<file path="config.mk">
export PLATFORM = sky130hd
export DESIGN_NAME = data_mem_arbiter
export DESIGN_NICKNAME = d
export VERILOG_FILES = /design/src/rtl/data_mem_arbiter.sv
export SDC_FILE = /design/constraint.sdc
export NUM_CORES = 1
export LEC_CHECK = 0
export BUFFER_PORTS_ARGS = -buffer_cell sky130_fd_sc_hd__buf_2
export CORE_MARGIN = 4
export CORE_UTILIZATION = 45
export DETAILED_ROUTE_END_ITERATION = 8
export HOLD_SLACK_MARGIN = 0.03
export PLACE_DENSITY = 0.78
export SLEW_MARGIN = 20
export SYNTH_ARGS = -nofsm -noshare
export SYNTH_HDL_FRONTEND = slang
export SYNTH_SLANG_ARGS = --single-unit
</file>
<file path="constraint.sdc">
create_clock -name clk -period 2 [get_ports clk]
set_clock_uncertainty 0.05 [all_clocks]
set_input_delay 0.4 -clock clk [delete_from_list [all_inputs] [get_ports clk]]
set_output_delay 0.4 -clock clk [all_outputs]
set_load 0.05 [all_outputs]
</file>
<file path="src/rtl/data_mem_arbiter.sv">
// Two-port arbiter in front of a single stalling data memory.
// One transaction at a time: grant, issue one strobe, wait for the stall handshake, then complete or abort.
module data_mem_arbiter #(
  parameter int unsigned TIMEOUT     = 15,
  parameter bit          ROUND_ROBIN = 1'b1
) (
  input  logic        clk,
  input  logic        rst_n,
  input  logic        r0_req,
  input  logic        r0_we,
  input  logic [31:0] r0_addr,
  input  logic [31:0] r0_wdata,
  input  logic [3:0]  r0_mask,
  output logic        r0_done,
  output logic [31:0] r0_rdata,
  output logic        r0_err,
  input  logic        r1_req,
  input  logic        r1_we,
  input  logic [31:0] r1_addr,
  input  logic [31:0] r1_wdata,
  input  logic [3:0]  r1_mask,
  output logic        r1_done,
  output logic [31:0] r1_rdata,
  output logic        r1_err,
  output logic [31:0] mem_addr,
  output logic [31:0] mem_write_data,
  output logic        mem_memread,
  output logic        mem_memwrite,
  output logic [3:0]  mem_sign_mask,
  input  logic [31:0] mem_read_data,
  input  logic        mem_clk_stall
);

  typedef enum logic [2:0] {
    S_IDLE     = 3'd0,
    S_ISSUE    = 3'd1,
    S_ACK_WAIT = 3'd2,
    S_BUSY     = 3'd3,
    S_DONE     = 3'd4
  } state_e;

  localparam logic [7:0] TIMEOUT_C = 8'(TIMEOUT);

  state_e      state_q, state_d;
  logic        gnt_q, gnt_d;
  logic        we_q, we_d;
  logic        last_q, last_d;
  logic [7:0]  cnt_q, cnt_d;
  logic [31:0] addr_q, addr_d;
  logic [31:0] wdata_q, wdata_d;
  logic [3:0]  mask_q, mask_d;
  logic        rd_q, rd_d;
  logic        wr_q, wr_d;
  logic        done0_q, done0_d;
  logic        done1_q, done1_d;
  logic        err0_q, err0_d;
  logic        err1_q, err1_d;
  logic [31:0] rdata0_q, rdata0_d;
  logic [31:0] rdata1_q, rdata1_d;
  logic        sel_s;
  logic        finish_s;
  logic        abort_s;

  // State register and all registered outputs.
  always_ff @(posedge clk or negedge rst_n) begin
    if (!rst_n) begin
      state_q  <= S_IDLE;
      gnt_q    <= 1'b0;
      we_q     <= 1'b0;
      last_q   <= 1'b1;
      cnt_q    <= 8'd0;
      addr_q   <= 32'd0;
      wdata_q  <= 32'd0;
      mask_q   <= 4'd0;
      rd_q     <= 1'b0;
      wr_q     <= 1'b0;
      done0_q  <= 1'b0;
      done1_q  <= 1'b0;
      err0_q   <= 1'b0;
      err1_q   <= 1'b0;
      rdata0_q <= 32'd0;
      rdata1_q <= 32'd0;
    end else begin
      state_q  <= state_d;
      gnt_q    <= gnt_d;
      we_q     <= we_d;
      last_q   <= last_d;
      cnt_q    <= cnt_d;
      addr_q   <= addr_d;
      wdata_q  <= wdata_d;
      mask_q   <= mask_d;
      rd_q     <= rd_d;
      wr_q     <= wr_d;
      done0_q  <= done0_d;
      done1_q  <= done1_d;
      err0_q   <= err0_d;
      err1_q   <= err1_d;
      rdata0_q <= rdata0_d;
      rdata1_q <= rdata1_d;
    end
  end

  // Next-state, grant selection and output pulses.
  always_comb begin
    state_d  = state_q;
    gnt_d    = gnt_q;
    we_d     = we_q;
    last_d   = last_q;
    cnt_d    = cnt_q;
    addr_d   = addr_q;
    wdata_d  = wdata_q;
    mask_d   = mask_q;
    rdata0_d = rdata0_q;
    rdata1_d = rdata1_q;
    rd_d     = 1'b0;
    wr_d     = 1'b0;
    done0_d  = 1'b0;
    done1_d  = 1'b0;
    err0_d   = 1'b0;
    err1_d   = 1'b0;
    sel_s    = 1'b0;
    finish_s = 1'b0;
    abort_s  = 1'b0;

    case (state_q)
      S_IDLE: begin
        // The pointer only moves on contention, so a lone follow-up grant does not steal the next turn.
        if (r0_req && r1_req) begin
          sel_s  = (ROUND_ROBIN != 1'b0) ? ~last_q : 1'b0;
          last_d = sel_s;
        end else begin
          sel_s = r1_req;
        end
        if (r0_req || r1_req) begin
          gnt_d   = sel_s;
          we_d    = sel_s ? r1_we    : r0_we;
          addr_d  = sel_s ? r1_addr  : r0_addr;
          wdata_d = sel_s ? r1_wdata : r0_wdata;
          mask_d  = sel_s ? r1_mask  : r0_mask;
          rd_d    = ~we_d;
          wr_d    = we_d;
          cnt_d   = 8'd0;
          state_d = S_ISSUE;
        end else begin
          state_d = S_IDLE;
        end
      end
      S_ISSUE: begin
        state_d = S_ACK_WAIT;
      end
      S_ACK_WAIT: begin
        cnt_d = cnt_q + 8'd1;
        if (mem_clk_stall) begin
          state_d = S_BUSY;
        end else if (cnt_d == TIMEOUT_C) begin
          finish_s = 1'b1;
          abort_s  = 1'b1;
        end else begin
          state_d = S_ACK_WAIT;
        end
      end
      S_BUSY: begin
        if (!mem_clk_stall) begin
          finish_s = 1'b1;
          if (!we_q && gnt_q) begin
            rdata1_d = mem_read_data;
          end else if (!we_q) begin
            rdata0_d = mem_read_data;
          end else begin
            rdata0_d = rdata0_q;
          end
        end else begin
          state_d = S_BUSY;
        end
      end
      S_DONE: begin
        state_d = S_IDLE;
      end
      default: begin
        state_d = S_IDLE;
      end
    endcase

    if (finish_s) begin
      state_d = S_DONE;
      done0_d = ~gnt_q;
      done1_d = gnt_q;
      err0_d  = abort_s & ~gnt_q;
      err1_d  = abort_s & gnt_q;
    end else begin
      done0_d = 1'b0;
      done1_d = 1'b0;
    end
  end

  assign mem_addr       = addr_q;
  assign mem_write_data = wdata_q;
  assign mem_sign_mask  = mask_q;
  assign mem_memread    = rd_q;
  assign mem_memwrite   = wr_q;
  assign r0_done        = done0_q;
  assign r1_done        = done1_q;
  assign r0_err         = err0_q;
  assign r1_err         = err1_q;
  assign r0_rdata       = rdata0_q;
  assign r1_rdata       = rdata1_q;

endmodule

</file>
Yosys cells after proc, flatten, opt, wreduce, memory -nomap -nowiden --
Cells that the tools add are included.
Operators by class: bitwise operators 8, mux-type cells 27, equality and inequality tests 7, add/subtract/negate cells 1, reductions and logical operators 12
Operators with widths (count):
- 32-bit two-way mux | 2
- 1-bit two-way mux | 16
- 8-bit case mux with 2 select lines | 1
- 3-bit two-way mux | 4
- 3-bit case mux with 4 select lines | 1
- 8-bit by 1-bit adder with 8-bit output (second input constant) | 1
- 8-bit by 4-bit equality test with 1-bit output (second input constant) | 1
- 8-bit two-way mux | 1
- 2-bit AND reduction | 4
- 3-bit by 2-bit equality test with 1-bit output (second input constant) | 2
- 1-bit NOT | 6
- 4-bit two-way mux | 1
- 4-bit != test (second input constant) | 1
- 4-bit AND reduction | 1
- 3-bit by 1-bit equality test with 1-bit output (second input constant) | 1
- 3-bit zero test | 1
- 3-bit != test (second input constant) | 1
- 3-bit AND reduction | 1
- 1-bit bitwise AND | 2
- 1-bit logical AND | 2
- 2-bit != test (second input constant) | 1
- 1-bit case mux with 2 select lines | 1
- 2-bit nonzero test | 1
- 1-bit zero test | 1
- 1-bit logical OR | 1
Word-level totals: bits of input ports 175, output and inout port bits 138, register bits after elaboration 152

Logic depth before layout (Yosys ltp) --
Gate-level depths: netlist (run 1).
depth after elaboration 7, depth in mapped cells 7

Worst setup path before layout (run 1) --
No wires, ideal clock.
kind reg2reg, start reg state_q[2], end reg rdata1_q[10], in the netlist r1_rdata[10], period minus slack after synthesis 1.793 ns, cell stages (with the launch flop) 7, path slack 0.207 ns, arrival 1.618 ns, required time 1.825 ns, setup time 0.125 ns, path through dfrtp_1 and2b_1 nand2_1 or3_1 buf_2 buf_6 mux2_4
Between the ends: cells in the longest elaborated chain, start to end 2
RTL lines:
- start: declaration | line 44 | state_e state_q, state_d;
- start signal: assignment | line 84 | state_q <= state_d;
- 3-bit by 2-bit equality test with 1-bit output | line 125 | case (state_q)
- 3-bit AND reduction (no line)
- end signal: assignment | line 99 | rdata1_q <= rdata1_d;
- end: declaration | line 59 | logic [31:0] rdata1_q, rdata1_d;
Every way passes these cells. A chain may end at the register's enable or synchronous reset.

Worst setup path in the final report (run 1) --
start reg state_q[2], end reg rdata1_q[1], in the netlist r1_rdata[1]
Same word-level chain as after synthesis.

==> results of run 1 <==
==> worst paths after layout <==
| check | start | to | cells after the start |
|---|---|---|---|
| worst min register to register | cnt_q[7] | cnt_q[7] | 1 |
| worst min-delay path | mem_read_data[7] | r0_rdata[7] | 2 |
| min in group asynchronous | rst_n | mem_write_data[14] | 2 |
| worst max-delay path | state_q[2] | r1_rdata[1] | 5 |
| max in group asynchronous | rst_n | r0_rdata[25] | 3 |
| worst max register to register | state_q[2] | r1_rdata[1] | 5 |
==> layout make-up <==
| cell class | instances | area (um^2) |
|---|---|---|
| fill | 1119 | 5020 |
| sequential | 152 | 3800 |
| multi-input combinational | 342 | 2580 |
| timing repair buffer | 336 | 1860 |
| clock buffer | 20 | 457 |
| tap | 180 | 225 |
| clock inverter | 12 | 143 |
| inverter | 2 | 7.51 |
==> worst reg2reg max path, stage by stage (launching register included) <==
cell and delay (ns):
dfrtp_1 0.37, and2b_1 0.24, nand2_1 0.09, or3_4 0.41, clkbuf_16 0.22, mux2_4 0.31
==> metal layers <==
metal	vias to the layer above	track usage, %	wire [um]
met5	-	0	0
met1	2427	24.8	6850
met4	0	7.23	303
li1	2509	-	-
met2	227	35.9	8960
met3	21	7.68	1730
==> flip-flops by register name, summed over array words and instances, names as in the netlist <==
signal / count
mem_memwrite: 1
last_q: 1
r0_done: 1
r1_done: 1
r0_rdata: 32
r1_err: 1
r0_err: 1
r1_rdata: 32
mem_addr: 32
we_q: 1
state_q: 3
gnt_q: 1
mem_memread: 1
mem_sign_mask: 4
cnt_q: 8
mem_write_data: 32
==> Yosys cell counts (all sizes together) (2+ instances only) <==
cell    count
a21boi      3
a21oi      72
and2        2
buf        31
clkbuf      4
dfrtp     151
ha          2
inv         2
mux2       64
mux2i      69
nand2      10
nand2b      2
nand3       2
nand4       2
nor2       76
nor2b       2
o21ai      11
or3         2
xnor2       2
==> power by group <==
part | switching, mW | total, mW | internal, mW
clock | 1.30 | 3.22 | 1.92
combinational | 6.81 | 9.42 | 2.60
sequential | 0.790 | 5.28 | 4.49
==> logic make-up after synthesis <==
family                   Yosys count  share of synthesized area, %
AND/OR/NAND/NOR                  108                          7.14
AO/OA/AOI/OAI                     96                          7.90
buffers and inverters             37                          3.30
flip-flops                       152                          57.7
adder cells (fa/ha/maj)            2                         0.380
multiplexers                     133                          23.1
XOR/XNOR                           3                         0.399
==> placed cells by master, fill, tap and decap left out, types with 2 or more instances in the layout <==
master,Yosys,layout
nor2_1,76,76
dfrtp_1,151,151
buf_2,24,311
nand4_1,2,2
inv_1,2,2
nand3_1,2,2
buf_12,0,7
clkinv_4,0,4
buf_4,1,15
a21boi_0,3,2
bufinv_16,0,2
mux2_4,30,30
nand2_1,10,10
inv_6,0,2
o21ai_0,11,11
clkbuf_16,0,18
mux2_2,33,33
mux2i_1,69,69
clkbuf_8,0,2
nor2b_1,2,2
xnor2_1,2,2
a21oi_1,72,72
ha_1,2,2
clkinvlp_4,0,4
nand2b_1,2,2
==> through the flow <==
stage,util [%],hold WS (ns),std cells
3_3_place_gp,59.9,0.300,1010
4_1_cts,64.2,0.145,1043
6_report,64.4,0.162,1044
2_1_floorplan,-,0.0544,531
3_5_place_dp,59.9,0.305,1010
5_1_grt,64.4,0.158,1044
==> repair_timing <==
| action | 4_1_cts | 5_1_grt |
|---|---|---|
| hold buffers | 1 | 0 |
| endpoints found under the hold margin | 38 | 0 |
| gates resized for setup | 0 | 1 |
| setup endpoints to repair | 0 | 11 |
==> run summary, run 1 <==
The standard cell area after detailed placement is 0.00844 mm^2. The die height is 129 um. The number of sinks driven by the clock tree is 152. Global routing finished with a remaining overflow of 0. Synthesis handed over a netlist of 531 instances.

The path type of the worst min-delay path is in -> reg. The source-to-sink clock delay at the later pin of the worst-skew pair is 0.42 ns. The reported leakage power came out at 4.71 nW. After clock tree synthesis, the clock-pin slew on the worst setup and hold paths is 0.07 ns. In the synthesized netlist the dominant register cell turns out to be dfrtp_1.

The setup path with the least slack is of type reg -> reg. The power density relative to cell area came out at 1970 mW/mm^2. The area of the placeable core is 0.0141 mm^2.

The number of synthesis warnings is 0. The category of the worst setup path capture point is a flop. The worst setup margin came out at 0.193 ns. Counting flops with an async set or reset pin after synthesis yields a share of 100%. The number of antenna violations at the first check in global routing is 0.

Cells with a size suffix above 1 make up 50.3% of the layout. In the final routed layout, each cell accounts on average for 17.1 um. The actual slew at the worst max-slew pin is 0.510 ns. The maximum operating frequency came out at 0.553 GHz. The count of final max-slew check failures came out at 0. The final total power came out at 17.9 mW. The post-route fraction of the period consumed by the critical path is 90.3%.

The minimum setup slack after placement came out at 0.0949 ns. The tree is rooted in a clkbuf_16. Setup repair after global routing left no endpoint under its margin. The hold violation total from the final report came to 0. The cell area after synthesis is 0.00659 mm^2. The number of I/O pins is 313. The distinct cell type count after synthesis came out at 45. The reg-to-reg setup timing slack came out at 0.19 ns.

The final RePlAce weighted congestion came out at 0.793. The maximum number of pins on one net before global-route repair came out at 73. The cell with the largest stage delay on the worst path is or3_4. The total setup buffers inserted after CTS is 0. Sorting the synthesized cells by area gives the leading types as dfrtp_1, mux2i_1, mux2_4. The first-pass iteration count of the detailed router came out at 4. The shortest clock period the worst path allows after layout came out at 1.81 ns. The total wire length came out at 17.8 mm. The layout overhead on the synthesized area is 37.8%. The signal arrival time at the worst endpoint is 2.06 ns.

The flow ran to the end, and the final reports show no timing, DRC or antenna violations. The net count after synthesis came out at 708. The portion of synthesized cell area occupied by the leading cell type is 57.3%. The placement row count is 43. The critical path required time came out at 2.26 ns. Input and output buffers added on the ports amount to 312. The number of max-cap violations came out at 0. Sequential elements use 57.7% of the synthesized area. The level count of the clock H-tree is 4. The total via count after detailed routing came out at 5184. The count of flip-flops with a built-in enable after synthesis is 0. The post-synthesis average cell area came out at 12.4 um^2. The via count of the first global-routing pass came out at 5266.

With fillers left out, the area of the finished cells amounts to 0.00908 mm^2. The starting utilization of the core area is 46.7%. In this run the horizontal extent of the chip is 129 um. Buffers inserted during clock tree synthesis total 17. The total inserted antenna cells came out at 0. The via-per-instance ratio is 4.97.

The deepest clock path buffer count came out at 2. Setup violations remaining at the end of the flow were counted as 0. Adding up every negative setup slack in the final design gives 0 ns. The HPWL reported at the end of detailed placement is 13.2 mm. The DRC violation count after routing is 0. In the global route stage, overall resource usage came out at 21.1%. Synthesis inferred 152 register bits. The global-route wire length before repair is 27.4 mm. The net total in the final layout came out at 1028. The kind of cell with the highest combined delay on the critical path is simple AND/OR/NAND/NOR gates. The maximum fanout count along the critical path is 16. The worst setup path is launched from a flop. The number of nets with antenna violations after detailed routing came out at 0. The longest individual stage delay on the worst path came out at 0.41 ns. The worst supply voltage drop on vdd came out at 1170 uV. Traced cell by cell, the critical path runs through and2b_1, nand2_1, or3_4, clkbuf_16, mux2_4.

TritonCTS built the clock tree. The headroom to the max-slew limit came out at 66.0%. The area of the die is 0.0166 mm^2. The initial detailed-routing violation count is 212. The number of buffer and inverter instances along the worst setup path is 1.

dfrtp_1 takes more of the synthesized area than any other cell.
(Power assumes the default switching activity.)
==> inputs of run 2 (changes only) <==
Settings changed: ABC_AREA set to 1.
==> run 2 against run 1 <==
Core utilization down 0.79 points. Sequential cell count stayed put. Global-route usage up 1.8 points. Wire length is 6.7% higher. Die area down 1.8%. Synthesized area is 1.9% lower. Largest power group unchanged.
==> run summary, run 2 <==
The number of antenna violations at the first check in global routing is 4 (was 0). The die width was 128 um (was 129 um). The path type of the worst min-delay path is in -> reg (unchanged). The maximum fanout count along the critical path is 43 (was 16). The cell chosen for the clock root is clkbuf_16 (unchanged). The most frequent standard cell in the layout excluding fill and tap cells is buf_2 (unchanged). The first-pass iteration count of the detailed router came to 5 (was 4). The footprint of the multi-input gates is 0.00225 mm^2 (was 0.00258 mm^2).

The average detailed-routed wire length per instance is 15.5 um (was 17.1 um). The number of cells on the worst reg-to-reg path was 7 (was 5). The hold-fix buffer count after cts came out at 1 (unchanged). The number of instances in the synthesized netlist came out at 737 (was 531). The deepest clock path buffer count is 2 (unchanged). The minimum setup slack after placement was 0.284 ns (was 0.0949 ns).

The endpoint of the lowest-slack register-to-register path is mem_addr[24] (was r1_rdata[1]). The area share of fa/ha/maj cells after synthesis is 0.387% (was 0.380%). The clock edge transition at the registers on the reported setup and hold paths is 0.07 ns (about the same). The origin of the critical flop-to-flop path is last_q (was state_q[2]).

The compound-gate portion of the synthesized area came out at 16.9% (was 7.90%). The worst supply voltage drop on vdd came out at 949 uV (was 1170 uV). The final RePlAce weighted congestion is 0.859 (was 0.793).

The number of max-cap violations was 0 (unchanged). The actual slew at the worst max-slew pin is 0.581 ns (was 0.510 ns). The number of cells traversed by the worst hold path came to 3 (was 2). The portion of synthesized cell area occupied by the leading cell type was 58.4% (was 57.3%). The total routing resource utilization after global routing came to 22.9% (was 21.1%). The power density relative to cell area is 1950 mW/mm^2 (was 1970 mW/mm^2). The count of flip-flops with a built-in enable after synthesis is 0 (unchanged). The shortest clock period the worst path allows after layout was 1.72 ns (was 1.81 ns). The aggregate global routing overflow came out at 0 (unchanged).

The maximum number of pins on one net before global-route repair came out at 87 (was 73). The hold violation total from the final report is 0 (unchanged). The post-route fraction of the period consumed by the critical path was 86.1% (was 90.3%). The flip-flop and latch count after synthesis is 152 (unchanged).

The sequential share of the synthesized area is 58.8% (was 57.7%). The post-synthesis average cell area came out at 8.77 um^2 (was 12.4 um^2). Most numerous cell types in the synthesized netlist: nand2_1, dfrtp_1, o21ai_1 (was dfrtp_1, nor2_1, a21oi_1). The via-per-instance ratio came out at 5.01 (was 4.97). The post-CTS resize count came to 0 (unchanged). The cell area after synthesis came out at 0.00647 mm^2 (was 0.00659 mm^2). The TritonCTS buffer count came to 17 (unchanged).

The worst min-delay path startpoint is r1_addr[1] (was mem_read_data[7]). The number of sinks driven by the clock tree is 152 (unchanged). The predominant post-synthesis flop cell is dfrtp_1 (unchanged).

The simple-gate share of the synthesized area came out at 17.3% (was 7.14%). The die height is 128 um (was 129 um). The filler cell count in the final layout came out at 1180 (was 1119). The critical path class is reg -> reg (unchanged).

The category of the worst setup path capture point is a flop (unchanged). The dominant combinational cell family by area after synthesis was simple AND/OR/NAND/NOR gates (was multiplexers). The number of synthesis warnings is 0 (unchanged). The async set or reset register ratio after synthesis is 100% (unchanged). RSZ-0062 raised after global routing: false (unchanged). The maximum operating frequency is 0.581 GHz (was 0.553 GHz). The critical path required time came out at 2.29 ns (was 2.26 ns). The net total in the final layout came out at 1215 (was 1028). The final standard cell count with taps included and fillers excluded came out at 1232 (was 1044). The kind of start point of the critical path is a flop (unchanged).

Commonest cells after routing, fill and taps aside: buf_2, nand2_1, dfrtp_1, o21ai_1, o21ai_0 (was buf_2, dfrtp_1, nor2_1, a21oi_1, mux2i_1). The distinct cell type count after synthesis is 27 (was 45). The worst setup margin came out at 0.279 ns (was 0.193 ns). Run status: finished, final reports clean (unchanged). The global-route wire length before repair came out at 29.9 mm (was 27.4 mm). The net count after synthesis is 914 (was 708). The area of the placeable core is 0.0140 mm^2 (was 0.0141 mm^2). Main area contributors after synthesis: dfrtp_1, nand2_1, o21ai_1 (was dfrtp_1, mux2i_1, mux2_4). The starting utilization of the core area came to 46.2% (was 46.7%). The post-placement cell count came out at 1198 (was 1010).

The total wire length is 19.0 mm (was 17.8 mm). The total setup buffers inserted after CTS came to 0 (unchanged). The mux share of post-synthesis cell area is 0% (was 23.1%). The most area-hungry cell type in the Yosys netlist is dfrtp_1 (unchanged). The initial detailed-routing violation count came to 381 (was 212). The total via count after detailed routing is 6169 (was 5184). The aggregate negative setup slack came out at 0 ns (unchanged). The DRC violation count after routing is 0 (unchanged). The via count of the first global-routing pass is 5991 (was 5266).

The most common cell in the synthesized netlist is nand2_1 (was dfrtp_1). The area of the die is 0.0164 mm^2 (was 0.0166 mm^2). The placement row count is 43 (unchanged). The headroom to the max-slew limit is 61.3% (was 66.0%). The HPWL reported at the end of detailed placement was 14.0 mm (was 13.2 mm). The layout overhead on the synthesized area is 37.6% (was 37.8%). The xor and xnor area share after synthesis was 0.135% (was 0.399%).

The ratio of cells with drive above 1 in the final layout was 35.4% (was 50.3%). The number of I/O port buffers is 312 (unchanged). The reported leakage power is 4.81 nW (was 4.71 nW). The source-to-sink clock delay at the later pin of the worst-skew pair was 0.42 ns (about the same). The area taken by flip-flops and latches came out at 0.00380 mm^2 (unchanged).

The CTS tree is built (unchanged). The level count of the clock H-tree came to 4 (unchanged). The number of I/O pins came out at 313 (unchanged). The reg-to-reg setup timing slack was 0.28 ns (was 0.19 ns). The signal arrival time at the worst endpoint is 2.01 ns (was 2.06 ns).

The final-report setup violation count came out at 0 (unchanged). The final total power came out at 17.4 mW (was 17.9 mW). The count of final max-slew check failures is 0 (unchanged). The hold-critical path endpoint is mem_addr[1] (was r0_rdata[7]). The number of nets with antenna violations after detailed routing came out at 0 (unchanged).
run 2: cell types whose count changed in the layout (fill, tap and decap cells not counted), moves of 4 or more:
| cell | delta |
|---|---|
| nand2_1 | +153 |
| o21ai_1 | +108 |
| o21ai_0 | +89 |
| a21oi_1 | -70 |
| mux2i_1 | -69 |
| inv_1 | +51 |
| mux2_2 | -33 |
| mux2_4 | -30 |
| buf_4 | -11 |
| nand3_1 | +8 |
| inv_2 | +4 |
| o22ai_1 | +4 |
run 2: power breakdown:
part / leakage, nW / internal (mW) / switching (mW) / total (mW)
Sequential: 1.92 / 4.40 / 0.782 / 5.18
Combinational: 2.58 / 1.95 / 6.65 / 8.60
Clock: 0.317 / 2.30 / 1.29 / 3.59
Total: 4.81 / 8.65 / 8.72 / 17.4
run 2: metrics by stage:
stage                     instance area [um^2]  utilization, %  hold WS [ns]
final                                     8900            63.6         0.185
after global routing                      8900            63.6         0.178
after CTS                                 8890            63.6         0.171
after detailed placement                  8220            58.7         0.368
after global placement                    8220            58.7         0.369
after floorplan                           6470               -        0.0544
run 2: cells by family after synthesis:
kind of cell | count (synthesis)
simple gates | 268
fa+ha+maj | 2
buf+inv | 98
xor+xnor | 1
flops | 152
compound gates | 216
run 2: how the worst max path moves through the flow:
| stage | endpoint | start |
|---|---|---|
| 4_1_cts | mem_addr[29] | last_q |
| 3_3_place_gp | we_q | r0_req |
| 3_5_place_dp | mem_addr[24] | r0_req |
| 2_1_floorplan | state_q[1] | cnt_q[1] |
| 5_1_grt | mem_write_data[6] | last_q |
| 6_report | mem_addr[24] | last_q |
run 2: metal layers:
metal / track usage (%) / vias up / wire length (um) / part of all wire (%)
li1: - / 3004 / - / -
met1: 30.0 / 2856 / 7770 / 41
met2: 36.6 / 268 / 9080 / 48
met3: 6.79 / 35 / 1770 / 9.3
met4: 7.87 / 6 / 375 / 2.0
met5: 0 / - / 41 / 0.22
run 2: cell type report:
cell class | count | share of cell area, %
Tap cell | 180 | 2.53
Clock buffer | 19 | 5.09
Clock inverter | 13 | 2.43
Multi-Input combinational cell | 487 | 25.3
Antenna cell | 1 | 0.0281
Timing Repair Buffer | 323 | 19.4
Sequential cell | 152 | 42.8
Inverter | 57 | 2.40
run 2: worst max-delay path: stages (launching register included):
cell and delay, ns:
dfstp_2 0.54, nand2_1 0.05, inv_1 0.08, nor2_4 0.04, inv_2 0.36, buf_12 0.28, nor2_1 0.07, o21ai_1 0.14
